## config.mk

```make
export PLATFORM = sky130hd
export DESIGN_NAME = set_vars_tx_flat
export DESIGN_NICKNAME = d
export VERILOG_FILES = /design/src/rtl/set_vars_tx_if.sv /design/src/rtl/set_vars_tx.sv /design/src/flat_wrapper.sv
export SDC_FILE = /design/constraint.sdc
export NUM_CORES = 1
export LEC_CHECK = 0
export BUFFER_PORTS_ARGS = -buffer_cell sky130_fd_sc_hd__buf_2
export CAP_MARGIN = 20
export CORE_MARGIN = 4
export CORE_UTILIZATION = 51
export CTS_CLUSTER_DIAMETER = 150
export CTS_CLUSTER_SIZE = 24
export DETAILED_ROUTE_END_ITERATION = 10
export GPL_ROUTABILITY_DRIVEN = 0
export PLACE_DENSITY_LB_ADDON = 0.3
export SETUP_SLACK_MARGIN = 0.15
export SYNTH_ARGS = -nofsm -noshare
export SYNTH_HDL_FRONTEND = slang
export SYNTH_SLANG_ARGS = --single-unit
```

## constraint.sdc

```tcl
create_clock -name clk -period 2 [get_ports clk]
set_clock_uncertainty 0.05 [all_clocks]
set_input_delay 0.3 -clock clk [delete_from_list [all_inputs] [get_ports clk]]
set_output_delay 0.3 -clock clk [all_outputs]
set_load 0.05 [all_outputs]
```

## src/rtl/set_vars_tx_if.sv

```systemverilog
// Parameter-load link bundle: host request/data plus the serial frame
// lines toward the neuron's parameter receiver.
interface set_vars_tx_if #(
  parameter int DATA_W = 8
);
  logic              start;
  logic [DATA_W-1:0] tau_in;
  logic [DATA_W-1:0] weight_in;
  logic [DATA_W-1:0] threshold_in;
  logic              ready;
  logic              done;
  logic              set_vars;
  logic              expd;
  logic              w;
  logic              t;

  modport master (
    output start, tau_in, weight_in, threshold_in,
    input  ready, done, set_vars, expd, w, t
  );

  modport slave (
    input  start, tau_in, weight_in, threshold_in,
    output ready, done, set_vars, expd, w, t
  );
endinterface

```

## src/rtl/set_vars_tx.sv

```systemverilog
// Serial transmitter for the neuron parameter-load link: latches tau/weight/
// threshold and shifts them out LSB-first on three lines under set_vars.
module set_vars_tx #(
  parameter int DATA_W     = 8,
  parameter int GAP_CYCLES = 2
) (
  input  logic          clk,
  input  logic          rst,
  set_vars_tx_if.slave  bus
);

  localparam int CNT_W = $clog2(DATA_W) + 1;
  localparam int IDX_W = $clog2(DATA_W);
  localparam int GAP_W = $clog2(GAP_CYCLES + 1);

  typedef enum logic [1:0] {
    IDLE,
    LEAD,
    SHIFT,
    GAP
  } state_t;

  state_t            state_q;
  logic [CNT_W-1:0]  cnt_q;
  logic [GAP_W-1:0]  gap_q;
  logic [DATA_W-1:0] tau_q;
  logic [DATA_W-1:0] weight_q;
  logic [DATA_W-1:0] threshold_q;
  logic              ready_q;
  logic              done_q;
  logic              set_vars_q;
  logic              expd_q;
  logic              w_q;
  logic              t_q;

  always_ff @(posedge clk) begin
    if (!rst) begin
      state_q     <= IDLE;
      cnt_q       <= '0;
      gap_q       <= '0;
      tau_q       <= '0;
      weight_q    <= '0;
      threshold_q <= '0;
      ready_q     <= 1'b1;
      done_q      <= 1'b0;
      set_vars_q  <= 1'b0;
      expd_q      <= 1'b0;
      w_q         <= 1'b0;
      t_q         <= 1'b0;
    end else begin
      done_q <= 1'b0;
      case (state_q)
        IDLE: begin
          if (bus.start && ready_q) begin
            tau_q       <= bus.tau_in;
            weight_q    <= bus.weight_in;
            threshold_q <= bus.threshold_in;
            ready_q     <= 1'b0;
            set_vars_q  <= 1'b1;
            expd_q      <= 1'b0;
            w_q         <= 1'b0;
            t_q         <= 1'b0;
            state_q     <= LEAD;
          end
        end
        // Lines stay low for one cycle so the receiver can clear its registers.
        LEAD: begin
          expd_q  <= tau_q[0];
          w_q     <= weight_q[0];
          t_q     <= threshold_q[0];
          cnt_q   <= CNT_W'(1);
          state_q <= SHIFT;
        end
        SHIFT: begin
          if (cnt_q == CNT_W'(DATA_W)) begin
            set_vars_q <= 1'b0;
            expd_q     <= 1'b0;
            w_q        <= 1'b0;
            t_q        <= 1'b0;
            gap_q      <= '0;
            state_q    <= GAP;
          end else begin
            expd_q <= tau_q[cnt_q[IDX_W-1:0]];
            w_q    <= weight_q[cnt_q[IDX_W-1:0]];
            t_q    <= threshold_q[cnt_q[IDX_W-1:0]];
            cnt_q  <= cnt_q + 1'b1;
          end
        end
        GAP: begin
          if (gap_q == GAP_W'(GAP_CYCLES - 1)) begin
            done_q  <= 1'b1;
            ready_q <= 1'b1;
            state_q <= IDLE;
          end else begin
            gap_q <= gap_q + 1'b1;
          end
        end
        default: state_q <= IDLE;
      endcase
    end
  end

  assign bus.ready    = ready_q;
  assign bus.done     = done_q;
  assign bus.set_vars = set_vars_q;
  assign bus.expd     = expd_q;
  assign bus.w        = w_q;
  assign bus.t        = t_q;

endmodule
```

## src/flat_wrapper.sv

```systemverilog
// flat-port wrapper written by rule: the top's interface ports become plain ports
module set_vars_tx_flat 
#(
  parameter int DATA_W     = 8,
  parameter int GAP_CYCLES = 2
)
  (clk, rst, bus_start, bus_tau_in, bus_weight_in, bus_threshold_in, bus_ready, bus_done, bus_set_vars, bus_expd, bus_w, bus_t);
  set_vars_tx_if #(.DATA_W(DATA_W)) bus_i ();
  input  logic clk;
  input  logic rst;
  input wire logic [$bits(bus_i.start)-1:0] bus_start;
  input wire logic [$bits(bus_i.tau_in)-1:0] bus_tau_in;
  input wire logic [$bits(bus_i.weight_in)-1:0] bus_weight_in;
  input wire logic [$bits(bus_i.threshold_in)-1:0] bus_threshold_in;
  output wire logic [$bits(bus_i.ready)-1:0] bus_ready;
  output wire logic [$bits(bus_i.done)-1:0] bus_done;
  output wire logic [$bits(bus_i.set_vars)-1:0] bus_set_vars;
  output wire logic [$bits(bus_i.expd)-1:0] bus_expd;
  output wire logic [$bits(bus_i.w)-1:0] bus_w;
  output wire logic [$bits(bus_i.t)-1:0] bus_t;
  assign bus_i.start = bus_start;
  assign bus_i.tau_in = bus_tau_in;
  assign bus_i.weight_in = bus_weight_in;
  assign bus_i.threshold_in = bus_threshold_in;
  assign bus_ready = bus_i.ready;
  assign bus_done = bus_i.done;
  assign bus_set_vars = bus_i.set_vars;
  assign bus_expd = bus_i.expd;
  assign bus_w = bus_i.w;
  assign bus_t = bus_i.t;
  set_vars_tx #(.DATA_W(DATA_W), .GAP_CYCLES(GAP_CYCLES)) u_core (.clk(clk), .rst(rst), .bus(bus_i));
endmodule
```

; Word level (Yosys, flattened, before mapping)
; Cells that the tools add are included.
[word_totals]
out_inout_bits = 6
word_cells = 68
ff_bits = 38
[classes]
magnitude_cmp = 1
n_mux = 28
n_reduce_logical = 15
n_addsub = 2
eq_ne = 10
[op_table]
columns = cell, count
row1 = 3-bit AND reduction, 4
row2 = 1-bit two-way mux, 11
row3 = 2-bit two-way mux, 5
row4 = 1-bit binary-select mux with 3-bit select, 3
row5 = 1-bit case mux with 3 select lines, 3
row6 = 2-bit case mux with 4 select lines, 1
row7 = 4-bit case mux with 2 select lines, 1
row8 = 2-bit AND reduction, 4
row9 = 2-bit nonzero test, 4
row10 = 2-bit by 1-bit inequality test with 1-bit output (second input constant), 3
row11 = 4-bit by 1-bit adder with 4-bit output (second input constant), 1
row12 = 2-bit by 1-bit == test with 1-bit output (second input constant), 2
row13 = 2-bit == test (second input constant), 2
row14 = 4-bit == test (second input constant), 1
row15 = 3-bit by 4-bit < comparator with 1-bit output (second input constant), 1
row16 = 4-bit two-way mux, 1
row17 = 2-bit inequality test (second input constant), 2
row18 = 1-bit case mux with 2 select lines, 2
row19 = 2-bit case mux with 2 select lines, 1
row20 = 3-bit nonzero test, 1
row21 = 2-bit by 1-bit adder with 2-bit output (second input constant), 1
row22 = 2-bit zero test, 1
row23 = 1-bit logical AND, 1

; Longest topological paths before layout
[logic_depth]
word_depth = 4
mapped_depth = 8
mapped_depth_nobuf = 6

; Worst setup path before layout
; Ideal clock, no wire load.
[synth_path]
kind = reg2reg
start = reg u_core.cnt_q[1]
end = reg u_core.expd_q, in the netlist u_core.bus.expd
t_required_ns = 1.858
path_buffers = 2
setup_ns = 0.092
arrival_time_ns = 1.546
path_stages_with_launch = 9
slack_ns = 0.312
cell_sequence = dfxtp_1 -> clkbuf_1 -> inv_1 -> ha_1 -> nand3b_4 -> and2_4 -> buf_6 -> nand4_4 -> o32ai_1
[synth_via]
elab_chain_len = 4
word_cells_on_any_way = 5
[synth_lines]
columns = item, line
row1 = start: declaration, set_vars_tx.sv:24  ; logic [CNT_W-1:0] cnt_q;
row2 = start signal: assignment, set_vars_tx.sv:86  ; cnt_q <= cnt_q + 1'b1;
row3 = 1-bit binary-select mux with 3-bit select, set_vars_tx.sv:83  ; expd_q <= tau_q[cnt_q[IDX_W-1:0]];
row4 = 1-bit two-way mux (implied by the code), set_vars_tx.sv:83
row5 = 1-bit two-way mux (*), set_vars_tx.sv:75  ; if (cnt_q == CNT_W'(DATA_W)) begin
row6 = 1-bit case mux with 3 select lines (*), set_vars_tx.sv:52  ; case (state_q)
row7 = end signal: assignment, set_vars_tx.sv:68  ; expd_q <= tau_q[0];
row8 = end signal: assignment, set_vars_tx.sv:83
row9 = end: declaration, set_vars_tx.sv:32  ; logic expd_q;
; Mark *: on every way between the ends. The rest lies on a longest branch, timed or not. The select of a mux whose other input is x is not followed.
; A chain may end at the register's enable or synchronous reset.

; Worst setup path in the final report
[layout_path]
start = reg u_core.state_q[0]
end = reg u_core.w_q, in the netlist u_core.bus.w
[layout_via]
elab_chain_len = 3
word_cells_on_any_way = 7
[layout_lines]
columns = item, line
row1 = start: declaration, set_vars_tx.sv:23  ; state_t state_q;
row2 = start signal: assignment, set_vars_tx.sv:38  ; state_q <= IDLE;
row3 = start signal: assignment, set_vars_tx.sv:63  ; state_q <= LEAD;
row4 = start signal: assignment, set_vars_tx.sv:72  ; state_q <= SHIFT;
row5 = 2-bit by 1-bit == test with 1-bit output (tied with other cells), set_vars_tx.sv:52
row6 = 3-bit nonzero test (no line) / 2-bit by 1-bit inequality test with 1-bit output (equally long branches), --
row7 = 2-bit AND reduction (no line), --
row8 = end signal: assignment, set_vars_tx.sv:69  ; w_q <= weight_q[0];
row9 = end signal: assignment, set_vars_tx.sv:84  ; w_q <= weight_q[cnt_q[IDX_W-1:0]];
row10 = end: declaration, set_vars_tx.sv:33  ; logic w_q;
; Several ways; a longest one is shown, not always the timed one.

==> flow_metrics.env <==
export IMPL_path_class="reg -> reg"
export IMPL_grt_pass1_wl_um=6380
export IMPL_synth_cells=208
export IMPL_ys_seq_area_share_pct=41.4
export IMPL_hpwlAfterDp_um=2750
export IMPL_pwr_density_cell_mw_per_mm2=1140
export IMPL_wire_per_inst_um=13.3
export IMPL_drt_pass1_iterations=4
export IMPL_synthesis_area_mm2=0.00184
export IMPL_clock_fmax_mhz=579
export IMPL_io_pins=33
export IMPL_cp_start_kind="flip-flop"
export IMPL_cts_tree="built"
export IMPL_hp_class="in -> reg"
export IMPL_power_leakage_nw=0.887
export IMPL_cts_made_buffers=5
export IMPL_clk_pin_slew_ps=110
export IMPL_grt_start_max_net_pins=25
export IMPL_vias=1542
export IMPL_area_delta_synth_final_pct=14.0
export IMPL_overflow=0
export IMPL_setup_tns_final_ps=0
export IMPL_end_kind="flip-flop"
export IMPL_yosys_warnings=0
export IMPL_die_w_um=68.1
export IMPL_initial_utilization_pct=53.8
export IMPL_rsz0062_at_grt="true"
export IMPL_synth_edff_count=0
export IMPL_synth_seq_cells=38
export IMPL_postCtsHoldBufs=0
export IMPL_crit_path_max_fanout=5
export IMPL_drv_cap=0
export IMPL_drt_iter0_markers=123
export IMPL_status="finished clean"
export IMPL_routed_wl_um=3800
export IMPL_slew_headroom_pct=65.6
export IMPL_grt_antenna_before_repair=0
export IMPL_maxSlewViolCount=0
export IMPL_setup_viol=0
export IMPL_synth_cell_types=35
export IMPL_antenna_left=0
export IMPL_syn_area_per_cell_um2=8.84
export IMPL_cts_root_buf="clkbuf_4"
export IMPL_worst_ep_arrival_time_ps=1910
export IMPL_layout_commonest_cell="nand2_1"
export IMPL_n_antenna_cell=0
export IMPL_clock_path_buffers=2
export IMPL_grt_pass1_vias=1385
export IMPL_rrSetupSlack_ps=270
export IMPL_placed_area_mm2=0.00204
export IMPL_cts_setup_buffers=0
export IMPL_tightest_slew_ps=513
export IMPL_drc=0
export IMPL_core_mm2=0.00342
export IMPL_drive_gt1_share_pct=22.5
export IMPL_final_design_area_no_fill_mm2=0.00210
export IMPL_syn_nets=243
export IMPL_grt_usage_pct=18.5
export IMPL_die_area_mm2=0.00463
export IMPL_finalHoldViolCount=0
export IMPL_utilization_pct=61.4
export IMPL_cts_num_sinks=38
export IMPL_async_flop_share_pct=0
export IMPL_fin_crit_sh_pct=86.4
export IMPL_viasPerCell=5.39
export IMPL_htree_levels=2
export IMPL_synth_ff_type="dfxtp_1"
export IMPL_core_rowCount=21
export IMPL_cts_resized=0
export IMPL_io_buffers=32
export IMPL_fin_crit_ps=1730
export IMPL_crit_required_ps=2180
export IMPL_nNetsFinal=276
export IMPL_mostFrequentLayoutCells="nand2_1, dfxtp_1, buf_2"
export IMPL_die_y_um=68.1
export IMPL_whs_ps=149
export IMPL_ir_drop_mv=0.653
export IMPL_clock_latency_ps=330
==> power by group <==
part | switching (W) | internal (W)
Clock | 0.000230 | 0.000159
Sequential | 0.0000850 | 0.000891
Combinational | 0.000607 | 0.000417
Total | 0.000922 | 0.00147
==> cell families after synthesis <==
kind of cell	Yosys count	share of synthesized area (%)
multiplexers	14	12.5
AO/OA/AOI/OAI	47	15.0
adder cells (fa/ha/maj)	8	5.44
buffers and inverters	21	5.58
flip-flops	38	41.4
AND/OR/NAND/NOR	80	20.1
==> final cells by class <==
cell class	count	area [um2]
Clock buffer	6	51.3
Timing Repair Buffer	39	213
Multi-Input combinational cell	149	985
Tap cell	46	57.6
Inverter	8	30.0
Fill cell	321	1320
Sequential cell	38	761
==> synthesized netlist by cell type (2+ instances only) <==
library cell / number / area share (%)
a21oi_1: 31 / 8.4
a2bb2oi_1: 2 / 0.95
and3_1: 6 / 2.0
buf_2: 4 / 1.1
buf_6: 2 / 1.2
clkbuf_1: 6 / 1.2
dfxtp_1: 38 / 41
ha_1: 8 / 5.4
inv_1: 7 / 1.4
mux2i_1: 8 / 4.4
mux4_1: 4 / 5.7
mux4_2: 2 / 2.4
nand2_1: 55 / 11
nand3_1: 2 / 0.54
nor2_1: 8 / 1.6
nor3_1: 2 / 0.54
o21ai_0: 4 / 1.1
o32ai_1: 2 / 0.95
==> metrics by stage <==
step / power [W] / cells / setup WS, ps
3_5_place_dp: 0.00201 / 280 / 209
3_3_place_gp: 0.00198 / 280 / 330
2_1_floorplan: 0.00180 / 208 / 312
5_1_grt: 0.00258 / 286 / 139
6_report: 0.00239 / 286 / 272
4_1_cts: 0.00240 / 286 / 201
==> critical path: stages, from the launching register on <==
cell and delay [ps]:
dfxtp_1 390, inv_1 100, ha_1 250, a21boi_1 200
nor2_4 210, nand4_4 130, o32ai_1 300
==> state kept, by name, indices dropped and copies added, names as in the netlist <==
register and count:
u_core.tau_q 8, u_core.threshold_q 8, u_core.weight_q 8, u_core.cnt_q 4, u_core.gap_q 2, u_core.state_q 2
u_core.bus.done 1, u_core.bus.expd 1, u_core.bus.ready 1, u_core.bus.set_vars 1, u_core.bus.t 1, u_core.bus.w 1
==> worst paths after layout <==
check	to	from	cells past startpoint
worst min-delay path	u_core.threshold_q[4]	bus_threshold_in[4]	3
worst min register to register	u_core.weight_q[3]	u_core.weight_q[3]	2
worst max register to register	u_core.bus.w	u_core.state_q[0]	6
worst max-delay path	u_core.bus.w	u_core.state_q[0]	6
==> per-layer routing <==
layer	up-vias	share of wire (%)	global-route usage, %
met2	37	50	29.8
li1	782	-	-
met5	-	0	0
met4	0	0.63	5.96
met3	2	4.6	4.93
met1	721	44	24.0
Note: power is estimated with default switching activity, not from simulation.
